<file path="src/rtl/clk_lock_sequencer.sv">
// clk_lock_sequencer
//   Watches the LOCKED outputs of the clock-generation CMTs/PLLs. Once every
//   lock has been stable for STABLE_CYCLES, it releases the per-domain resets
//   one at a time, STAGGER_CYCLES apart, in index order. A lock drop during
//   release or run re-asserts every domain reset and is logged for the host.
//
//   Optional feature (macro CLK_LOCK_TIMEOUT_EN): a lock-wait timeout that
//   pulses pll_rst for 8 cycles when locks have not been achieved within
//   TIMEOUT_CYCLES. Without the macro, pll_rst is constant 0.
//
// Ports
//   clk        IFCLK domain clock
//   reset      asynchronous, active-high reset
//   locked_in  raw LOCKED signals, asynchronous to clk
//   clr        single-cycle pulse, clears loss_cnt and loss_mask
//   rst_out    per-domain resets, active high
//   all_ready  high while all domain resets are released and locks are held
//   loss_cnt   saturating count of lock losses seen during release/run
//   loss_mask  sticky record of inputs that were low at a counted loss
//   pll_rst    lock-wait timeout pulse (optional feature)
module clk_lock_sequencer #(
   parameter int unsigned N_CMT          = 4,
   parameter int unsigned STABLE_CYCLES  = 1024,
   parameter int unsigned STAGGER_CYCLES = 16,
   parameter int unsigned SYNC_STAGES    = 2
`ifdef CLK_LOCK_TIMEOUT_EN
   ,
   parameter int unsigned TIMEOUT_CYCLES = 65536
`endif
) (
   input  logic             clk,
   input  logic             reset,
   input  logic [N_CMT-1:0] locked_in,
   input  logic             clr,
   output logic [N_CMT-1:0] rst_out,
   output logic             all_ready,
   output logic [7:0]       loss_cnt,
   output logic [N_CMT-1:0] loss_mask,
   output logic             pll_rst
);

   localparam int unsigned CNT_MAX = (STABLE_CYCLES > STAGGER_CYCLES) ? STABLE_CYCLES : STAGGER_CYCLES;
   localparam int unsigned CNT_W   = (CNT_MAX > 1) ? $clog2(CNT_MAX) : 1;
   localparam int unsigned IDX_W   = (N_CMT > 1) ? $clog2(N_CMT) : 1;

   typedef enum logic [2:0] {
      ST_WAIT_LOCK,
      ST_STABLE,
      ST_RELEASE,
      ST_RUN,
      ST_LOST
   } state_t;

   state_t             state, state_d;
   logic [CNT_W-1:0]   cnt, cnt_d;
   logic [IDX_W-1:0]   idx, idx_d;
   logic [N_CMT-1:0]   rst_out_d;
   logic               all_ready_d;
   logic [7:0]         loss_cnt_d;
   logic [N_CMT-1:0]   loss_mask_d;
   logic [N_CMT-1:0]   sync_q [SYNC_STAGES];
   logic [N_CMT-1:0]   lock_s;
   logic [N_CMT-1:0]   lock_det_q;
   logic               all_locked_c;
   logic               timeout_c;

   // Per-bit synchronizer chain for the asynchronous lock inputs
   always_ff @(posedge clk or posedge reset) begin
      if (reset) begin
         for (int i = 0; i < SYNC_STAGES; i++) sync_q[i] <= '0;
      end else begin
         sync_q[0] <= locked_in;
         for (int i = 1; i < SYNC_STAGES; i++) sync_q[i] <= sync_q[i-1];
      end
   end

   assign lock_s       = sync_q[SYNC_STAGES-1];
   assign all_locked_c = &lock_s;

   // State, counters and registered outputs
   always_ff @(posedge clk or posedge reset) begin
      if (reset) begin
         state      <= ST_WAIT_LOCK;
         cnt        <= '0;
         idx        <= '0;
         rst_out    <= '1;
         all_ready  <= 1'b0;
         loss_cnt   <= '0;
         loss_mask  <= '0;
         lock_det_q <= '0;
      end else begin
         state      <= state_d;
         cnt        <= cnt_d;
         idx        <= idx_d;
         rst_out    <= rst_out_d;
         all_ready  <= all_ready_d;
         loss_cnt   <= loss_cnt_d;
         loss_mask  <= loss_mask_d;
         // LOST logs the lock pattern seen on the cycle that detected the drop
         lock_det_q <= lock_s;
      end
   end

   // Next-state and output logic
   always_comb begin
      state_d     = state;
      cnt_d       = cnt;
      idx_d       = idx;
      rst_out_d   = rst_out;
      all_ready_d = all_ready;
      loss_cnt_d  = loss_cnt;
      loss_mask_d = loss_mask;

      if (clr) begin
         loss_cnt_d  = '0;
         loss_mask_d = '0;
      end

      case (state)
         ST_WAIT_LOCK: begin
            cnt_d       = '0;
            idx_d       = '0;
            rst_out_d   = '1;
            all_ready_d = 1'b0;
            if (all_locked_c) state_d = ST_STABLE;
         end
         ST_STABLE: begin
            if (!all_locked_c) begin
               state_d = ST_WAIT_LOCK;
               cnt_d   = '0;
            end else if (cnt == CNT_W'(STABLE_CYCLES - 1)) begin
               state_d = ST_RELEASE;
               cnt_d   = '0;
               idx_d   = '0;
            end else begin
               cnt_d = cnt + CNT_W'(1);
            end
         end
         ST_RELEASE: begin
            // A drop takes priority over a release due on the same cycle
            if (!all_locked_c) begin
               state_d = ST_LOST;
            end else if (cnt == CNT_W'(STAGGER_CYCLES - 1)) begin
               rst_out_d[idx] = 1'b0;
               cnt_d          = '0;
               idx_d          = idx + IDX_W'(1);
               if (idx == IDX_W'(N_CMT - 1)) state_d = ST_RUN;
            end else begin
               cnt_d = cnt + CNT_W'(1);
            end
         end
         ST_RUN: begin
            if (!all_locked_c) state_d = ST_LOST;
            else               all_ready_d = 1'b1;
         end
         ST_LOST: begin
            // Loss update is applied on top of any clr, so the loss wins
            rst_out_d   = '1;
            all_ready_d = 1'b0;
            if (loss_cnt_d != 8'hFF) loss_cnt_d = loss_cnt_d + 8'd1;
            loss_mask_d = loss_mask_d | ~lock_det_q;
            state_d     = ST_WAIT_LOCK;
            cnt_d       = '0;
            idx_d       = '0;
         end
         default: begin
            state_d = ST_WAIT_LOCK;
            cnt_d   = '0;
            idx_d   = '0;
         end
      endcase

      if (timeout_c) begin
         state_d = ST_WAIT_LOCK;
         cnt_d   = '0;
      end
   end

`ifdef CLK_LOCK_TIMEOUT_EN
   logic [31:0] wait_cnt;
   logic [2:0]  pulse_cnt;
   logic        pll_rst_q;
   logic        waiting_c;

   assign waiting_c = (state == ST_WAIT_LOCK) || (state == ST_STABLE);
   assign timeout_c = waiting_c && !pll_rst_q && (wait_cnt == 32'(TIMEOUT_CYCLES - 1));
   assign pll_rst   = pll_rst_q;

   // Lock-wait timer; held clear while the 8-cycle pll_rst pulse is active
   always_ff @(posedge clk or posedge reset) begin
      if (reset) begin
         wait_cnt  <= '0;
         pulse_cnt <= '0;
         pll_rst_q <= 1'b0;
      end else begin
         if (pll_rst_q) begin
            pulse_cnt <= pulse_cnt + 3'd1;
            if (pulse_cnt == 3'd7) pll_rst_q <= 1'b0;
         end
         if (timeout_c) begin
            pll_rst_q <= 1'b1;
            pulse_cnt <= '0;
            wait_cnt  <= '0;
         end else if (pll_rst_q || !waiting_c) begin
            wait_cnt <= '0;
         end else begin
            wait_cnt <= wait_cnt + 32'd1;
         end
      end
   end
`else
   assign timeout_c = 1'b0;
   assign pll_rst   = 1'b0;
`endif

endmodule

</file>
<file path="config.mk">
export PLATFORM = sky130hd
export DESIGN_NAME = clk_lock_sequencer
export DESIGN_NICKNAME = d
export VERILOG_FILES = /design/src/rtl/clk_lock_sequencer.sv
export SDC_FILE = /design/constraint.sdc
export NUM_CORES = 1
export LEC_CHECK = 0
export BUFFER_PORTS_ARGS = -buffer_cell sky130_fd_sc_hd__buf_2
export CORE_ASPECT_RATIO = 1.5
export CORE_MARGIN = 2
export CORE_UTILIZATION = 35
export DETAILED_ROUTE_END_ITERATION = 10
export GPL_ROUTABILITY_DRIVEN = 0
export SLEW_MARGIN = 5
export SYNTH_ARGS = -nofsm -noshare
export SYNTH_HDL_FRONTEND = slang
export SYNTH_SLANG_ARGS = --single-unit
export TNS_END_PERCENT = 20
</file>
<file path="constraint.sdc">
create_clock -name clk -period 3.86 [get_ports clk]
set_input_delay 0.386 -clock clk [delete_from_list [all_inputs] [get_ports clk]]
set_output_delay 0.386 -clock clk [all_outputs]
set_load 0.02 [all_outputs]
</file>
---- Yosys cells after proc, flatten, opt, wreduce, memory -nomap -nowiden ----
Cells that the tools add are included.
storage, ports and cells
  register bits after elaboration ......... 44
  bits of input ports ..................... 7
  logic and storage cells ................. 79
cells by class
  bitwise operators ....................... 5
  $add $sub $neg .......................... 3
  reductions and logical operators ........ 11
  equal/unequal tests ..................... 18
  magnitude comparators ................... 2
  mux-type cells .......................... 30
operators with widths
  kind                     number
  $mux W10                 4
  $pmux W10 S3             1
  $mux W8                  3
  $mux W3                  7
  $mux W4                  4
  $ne A2 B2 Y1 const B     7
  $pmux W3 S4              1
  $add A10 B1 Y10 const B  1
  $eq A10 B10 Y1 const B   1
  $eq A10 B4 Y1 const B    1
  $reduce_and A5 Y1        2
  $ne A3 B3 Y1 const B     3
  $add A8 B1 Y8 const B    1
  $mux W2                  4
  $ne A8 B8 Y1 const B     1
  $not A4 Y4               2
  $pmux W4 S2              1
  $eq A3 B2 Y1 const B     2
  $pmux W2 S3              1
  $and A4 B4 Y4            1
  $or A4 B4 Y4             1
  $reduce_and A2 Y1        2
  $reduce_and A4 Y1        1
  $reduce_bool A2 Y1       2
  other kinds (14)         15

---- Logic depth before layout (Yosys ltp) ----
Gate-level depths: netlist of the first run.
  depth in word-level cells ............... 9
  depth in mapped cells ................... 7

---- Worst setup path before layout of the first run ----
Ideal clock, no wire load.
  path type ............................... input to register
  start ................................... input port clr
  end ..................................... register loss_cnt[3]
  data required time ...................... 3.733 ns
  arrival ................................. 1.820 ns
  slack ................................... 1.913 ns
  cell stages on the path ................. 7
  cell sequence ........................... clkbuf_1 -> nor2b_1 -> ha_1 -> and4b_1 -> a31oi_4 -> nand4_1 -> mux2_1
between the ends
  word-level cells in the longest chain between the ends .. 4
RTL lines
  element                                        line  source
  start, declared                                34    input logic clr,
  $mux W8 *                                      114   if (clr) begin
  $add A8 B1 Y8 or $ne A8 B8 Y1 (tied branches)  160   if (loss_cnt_d != 8'hFF) loss_cnt_d = loss_cnt_d + 8'd1;
  $mux W8                                        160
  $mux W8 *                                      119   case (state)
  net loss_cnt_d[3]                              59    logic [7:0] loss_cnt_d;
  end signal, assigned                           97    loss_cnt <= loss_cnt_d;
  end, declared                                  37    output logic [7:0] loss_cnt,
Mark *: on every way through the listed nets, which the timed path passes. The rest lies on a longest branch.
A chain may end at the register's enable or synchronous reset.

---- Worst setup path in the final report of the first run ----
  start ................................... register state[0]
  end ..................................... register loss_cnt[3]
between the ends
  word-level cells in the longest chain between the ends .. 2
RTL lines
  element                 line  source
  start, declared         54    state_t state, state_d;
  start signal, assigned  92    state <= state_d;
  $eq A3 B3 Y1            119
  $mux W8                 119
  net loss_cnt_d[3]       59
The timed path passes the listed nets, and every way through them passes these cells.

==> results.yml, run 1 <==
power_and_ir_drop:
  seqPwrFrac: 0.598
  p_switching_w: 0.000170
  p_leak_nw: 1.01
  clkPwrFrac: 0.376
  power_density_nw_per_um2: 342
  comb_power_share: 0.027
  sw_frac_of_total: 0.216
  peakVddDrop_uv: 129
  internal_power_w: 0.000619
  totalPowerFinal_w: 0.000789
timing:
  fin_skew_ns: 0.00561
  worst_pin_slew_ns: 0.663
  drv_slew: 0
  timing.final.ws_setup_ns: 1.95
  finalCritPeriodShare: 0.494
  finalHoldViolCount: 0
  setup_viol: 0
  max_freq_ghz: 0.525
  grt_setup_unrepaired: "no"
  relSlewSlack: 0.555
  setup-tns-final_ns: 0
  period_minus_slack_ns: 1.91
floorplan:
  initial_utilization: 0.357
  rows: 34
  io_pins: 25
  core_area_um2: 5740
  die_h_um: 97.7
  dieArea_um2: 6500
  die_x_um: 66.5
routing:
  vias: 1489
  routed_via_density: 5.26
  detail_route.iter0.violations: 48
  drc: 0
  drt_pre_antenna_iters: 3
  routedWlPerCell_um: 13.4
  antenna_left: 0
  wirelength_mm: 3.79
final_layout:
  ff_latch_area_um2: 1110
  diodes: 0
  mostFrequentLayoutCells: "dfrtp_1, buf_2, a21oi_1"
  num-fill-cells: 586
  final_common_cell: "dfrtp_1"
  nets: 223
  stdcell_area_um2: 2300
  area.growth.synth_to_final_pct: 12.4
  multi_input_area_um2: 853
  drive_gt1_frac: 0.199
  utilization: 0.401
clock_network:
  max-clock-path-buffers: 2
  cts_root_buffer: "clkbuf_8"
  postCtsSetupBuffers: 0
  htree_levels: 2
  clock_latency_ns: 0.29
  ctsHoldBuffers: 0
  numCtsBuffers: 5
  cts_tree: "built"
  clkSlewWorstSetupHoldPaths_ns: 0.08
  cts_resized: 0
  cts.sinks: 44
setup_path:
  crit_path_start_kind: "register"
  crit_path_end_kind: "register"
  worstSetupPathType: "register to register"
  worst-path-max-fanout: 15
  cp.required_ns: 4.04
  arrival_ns: 2.09
worst_hold_path:
  min_path_type: "input pin to async pin"
global_routing:
  grt_pass1_wl_mm: 6.51
  grt_pass1_vias: 1460
  grt_max_degree: 45
  overflow: 0
  antenna_found_initial: 0
  grtUsageTotal: 0.129
place:
  place_ws_ns: 1.84
  hpwl_mm: 2.70
  io_buffers: 23
  post_dp_cell_area_um2: 2210
yosys:
  synth_edf_count: 0
  synth_nets: 201
  synth.distinct_cells: 48
  ys_seq_elements: 44
  ys.flop_type: "dfrtp_1"
  yosysWarnings: 0
  synth-async-reset-ratio: 1.00
  syn_inst: 188
  avgSynthCellArea_um2: 10.9
  seq_area_frac_synth: 0.540
  synth_area_um2: 2050
status:
  status: "finished, final reports clean"
run:
  drv_cap: 0
-- synth_stat cells, drive strengths merged, types with 5 or more instances --
master  number  share of area
dfrtp       40           0.49
a21oi       15          0.038
inv         10          0.018
nand3        9          0.022
nand2        8          0.015
o21ai        8          0.020
and3         7          0.021
clkbuf       6          0.011
ha           6          0.037
nor2         6          0.011
nor2b        6          0.018
nand4        5          0.018
o31ai        5          0.018
-- kinds of logic (layout without fill, tap and decap cells) --
family / Yosys count / after routing / share of synthesized area
buffers and inverters: 19 / 42 / 0.0440
and+or+nand+nor: 63 / 63 / 0.186
xor gates and xnor gates: 2 / 2 / 0.00855
muxes: 4 / 4 / 0.0214
AOI/OAI and AO/OA: 49 / 49 / 0.162
adders and majority gates: 6 / 6 / 0.0366
DFF: 44 / 44 / 0.540
other: 1 / 1 / 0.00183
-- layout make-up --
cell class                      count  area share
Sequential cell                    44       0.480
Multi-Input combinational cell    125       0.370
Timing Repair Buffer               24      0.0532
Tap cell                           72      0.0391
Clock buffer                        7      0.0375
Inverter                           10      0.0163
Clock inverter                      1     0.00326
-- routing by layer --
metal	routed length, um	vias to the layer above	GRT usage	share of wire
li1	-	733	-	-
met4	73	0	0.0612	0.019
met3	90	4	0.0243	0.024
met1	1610	732	0.145	0.42
met5	0	-	0	0
met2	2020	20	0.226	0.53
-- worst paths after layout --
check	depth (start not counted)	endpoint	slack [ns]	start
worst max-delay path	4	loss_cnt[3]	1.95	state[0]
worst min-delay path	3	sync_q[4]	0.20	reset
worst max register to register	4	loss_cnt[3]	1.95	state[0]
worst min register to register	0	lock_s[0]	0.35	sync_q[4]
max in group asynchronous	3	rst_out[1]	3.27	reset
min in group clk	1	sync_q[7]	0.20	locked_in[3]
-- power by group through the flow --
stage                     clock network (W)  registers (W)  logic [W]
after detailed placement                  0       0.000481  0.0000221
after floorplan                           0       0.000480  0.0000151
after global placement                    0       0.000481  0.0000222
after global routing               0.000331       0.000473  0.0000246
after CTS                          0.000313       0.000472  0.0000222
final                              0.000296       0.000472  0.0000210
-- worst max-delay path, cell delays in order, from the launching register on --
cell and delay [ns]:
dfrtp_1 0.53, or3b_1 0.56, a31oi_4 0.25, nand4_1 0.13, mux2_1 0.32
-- registers in the layout, summed over array words and instances (netlist names) --
signal,count
idx,2
state,3
cnt,10
rst_out,4
loss_cnt,8
lock_det_q,4
loss_mask,4
all_ready,1
lock_s,4
sync_q,4
-- through the flow --
stage	cells	hold WS, ns
2_1_floorplan	188	0.331
3_3_place_gp	275	0.332
3_5_place_dp	275	0.336
4_1_cts	283	0.185
5_1_grt	283	0.179
6_report	283	0.197
No activity file was read; power rests on OpenSTA's default activity.
==> run 2, diff against run 1 <==
clock period = 1.8 ns   (was 3.86 ns; I/O delays follow)
==> run 2 against run 1 <==
Non-clock buffer count rose by 18. Critical path depth increased by 2. Sequential cell count stayed put. Routed wire length up 4.8%. Maximum frequency grew 8.3%. Largest cell class unchanged. Highest routed layer unchanged.
==> results.yml, run 2 (synthesis gave the netlist of run 1 again) <==
routing:
  routed_via_density: 5.24
  vias: 1577
  drt-met1-wl_mm: 1.65
  wirelength_mm: 3.97
  drt_pre_antenna_iters: 4
  maxUsedRoutingLayer: "met4"
  drc: 0
  routedWlPerCell_um: 13.2
  wl_met2_mm: 2.14
  detail_route.iter0.violations: 65
  dr_wl_met3_um: 92
  antenna_left: 0
clock_network:
  cts_tree: "built"
  numCtsBuffers: 5
  htree_levels: 2
  cts.sinks: 44
  clock_latency_ns: 0.29
  max-clock-path-buffers: 2
  clkSlewWorstSetupHoldPaths_ns: 0.08
  cts_root_buffer: "clkbuf_8"
final_layout:
  drive_gt1_frac: 0.275
  mostFrequentLayoutCells: "dfrtp_1, buf_2, a21oi_1"
  biggestRegsByFlops: "cnt x10, loss_cnt x8"
  area.growth.synth_to_final_pct: 21.7
  num-fill-cells: 552
  top_register: "cnt"
  nets: 241
  largest_reg_flops: 10
  diodes: 0
  final_common_cell: "dfrtp_1"
  utilization: 0.434
setup_path:
  cp_num_buf_inv: 1
  arrival_ns: 1.94
  cpLargestDelayFamily: "flip-flops"
  worstSetupPathType: "register to register"
  worst-path-max-fanout: 5
  cp.required_ns: 1.98
  cpMaxStageDelayCell: "dfrtp_2"
  crit_path_end_kind: "register"
  max_stage_delay_ns: 0.41
  path_cells: "nor2b_1, ha_2, and4b_1, a31oi_4, buf_4, mux2_2"
  crit_path_start_kind: "register"
floorplan:
  rows: 34
  io_pins: 25
  die_h_um: 97.7
  core_area_um2: 5740
  die_x_um: 66.5
  dieArea_um2: 6500
  initial_utilization: 0.357
timing:
  finalHoldViolCount: 0
  period_minus_slack_ns: 1.76
  setup_viol: 0
  finalCritPeriodShare: 0.977
  fin_skew_ns: 0.00444
  grt_setup_unrepaired: "yes"
  worst_pin_slew_ns: 0.646
  whs_ns: 0.199
  relSlewSlack: 0.566
  max_freq_ghz: 0.568
  drv_slew: 0
global_routing:
  grt_pass1_wl_mm: 6.73
  grt_max_degree: 30
  grtUsageTotal: 0.134
  overflow: 0
  antenna_found_initial: 0
  grt_pass1_vias: 1525
power_and_ir_drop:
  power_density_nw_per_um2: 688
  peakVddDrop_uv: 272
  p_leak_nw: 1.10
  totalPowerFinal_w: 0.00172
place:
  io_buffers: 23
  hpwl_mm: 2.83
worst_hold_path:
  min_path_type: "input pin to register"
run:
  drv_cap: 0
status:
  status: "finished, final reports clean"
## run 2: final timing paths
path | from | to | slack [ns] | cells after the start
max in group asynchronous | reset | rst_out[3] | 0.78 | 4
max | loss_cnt[1] | loss_cnt[1] | 0.04 | 6
max reg2reg | loss_cnt[1] | loss_cnt[1] | 0.04 | 6
min reg2reg | sync_q[7] | lock_s[3] | 0.35 | 0
min in group asynchronous | reset | loss_mask[1] | 0.43 | 3
min | clr | loss_mask[1] | 0.20 | 2
## run 2: layer usage
layer / track usage / up-vias
met2: 0.235 / 22
li1: - / 773
met1: 0.149 / 775
met5: 0 / -
met3: 0.0243 / 7
met4: 0.0706 / 0
## run 2: metrics by stage
step           setup WS, ns  instances  TNS (ns)  area [um2]
5_1_grt             -0.0211        301   -0.0389        2490
6_report             0.0410        301         0        2490
2_1_floorplan       -0.0151        188   -0.0151        2050
3_5_place_dp         0.0146        286         0        2310
3_3_place_gp         0.0552        286         0        2310
4_1_cts             0.00416        299         0        2450
## run 2: worst register-to-register path, delay by kind of cell, from the launching register on
kind | cells | cell delay (ns)
mux | 1 | 0.32
buf+inv | 1 | 0.15
flops | 1 | 0.41
compound gates | 1 | 0.20
simple gates | 2 | 0.37
fa+ha+maj | 1 | 0.18
## run 2: what timing repair did
action / in CTS / in global routing
hold endpoints to repair: 19 / 0
endpoints found under the setup margin: 0 / 12
hold buffers: 5 / 0
setup buffers: 0 / 2
resized for setup: 0 / 7
## run 2: report_power, final
| part | switching [W] | leakage, nW | internal [W] |
|---|---|---|---|
| Clock | 0.000330 | 0.0445 | 0.000312 |
| Sequential | 0.00000711 | 0.570 | 0.00100 |
| Combinational | 0.0000400 | 0.489 | 0.0000254 |
| Total | 0.000377 | 1.10 | 0.00134 |
## run 2: cell type report
class	count	area (um2)	area share
timing repair buffer	42	283	0.113
clock inverter	1	7.51	0.00301
clock buffer	7	86.3	0.0346
sequential	44	1110	0.444
multi-input combinational	125	882	0.354
inverter	10	37.5	0.0150
tap	72	90.1	0.0361
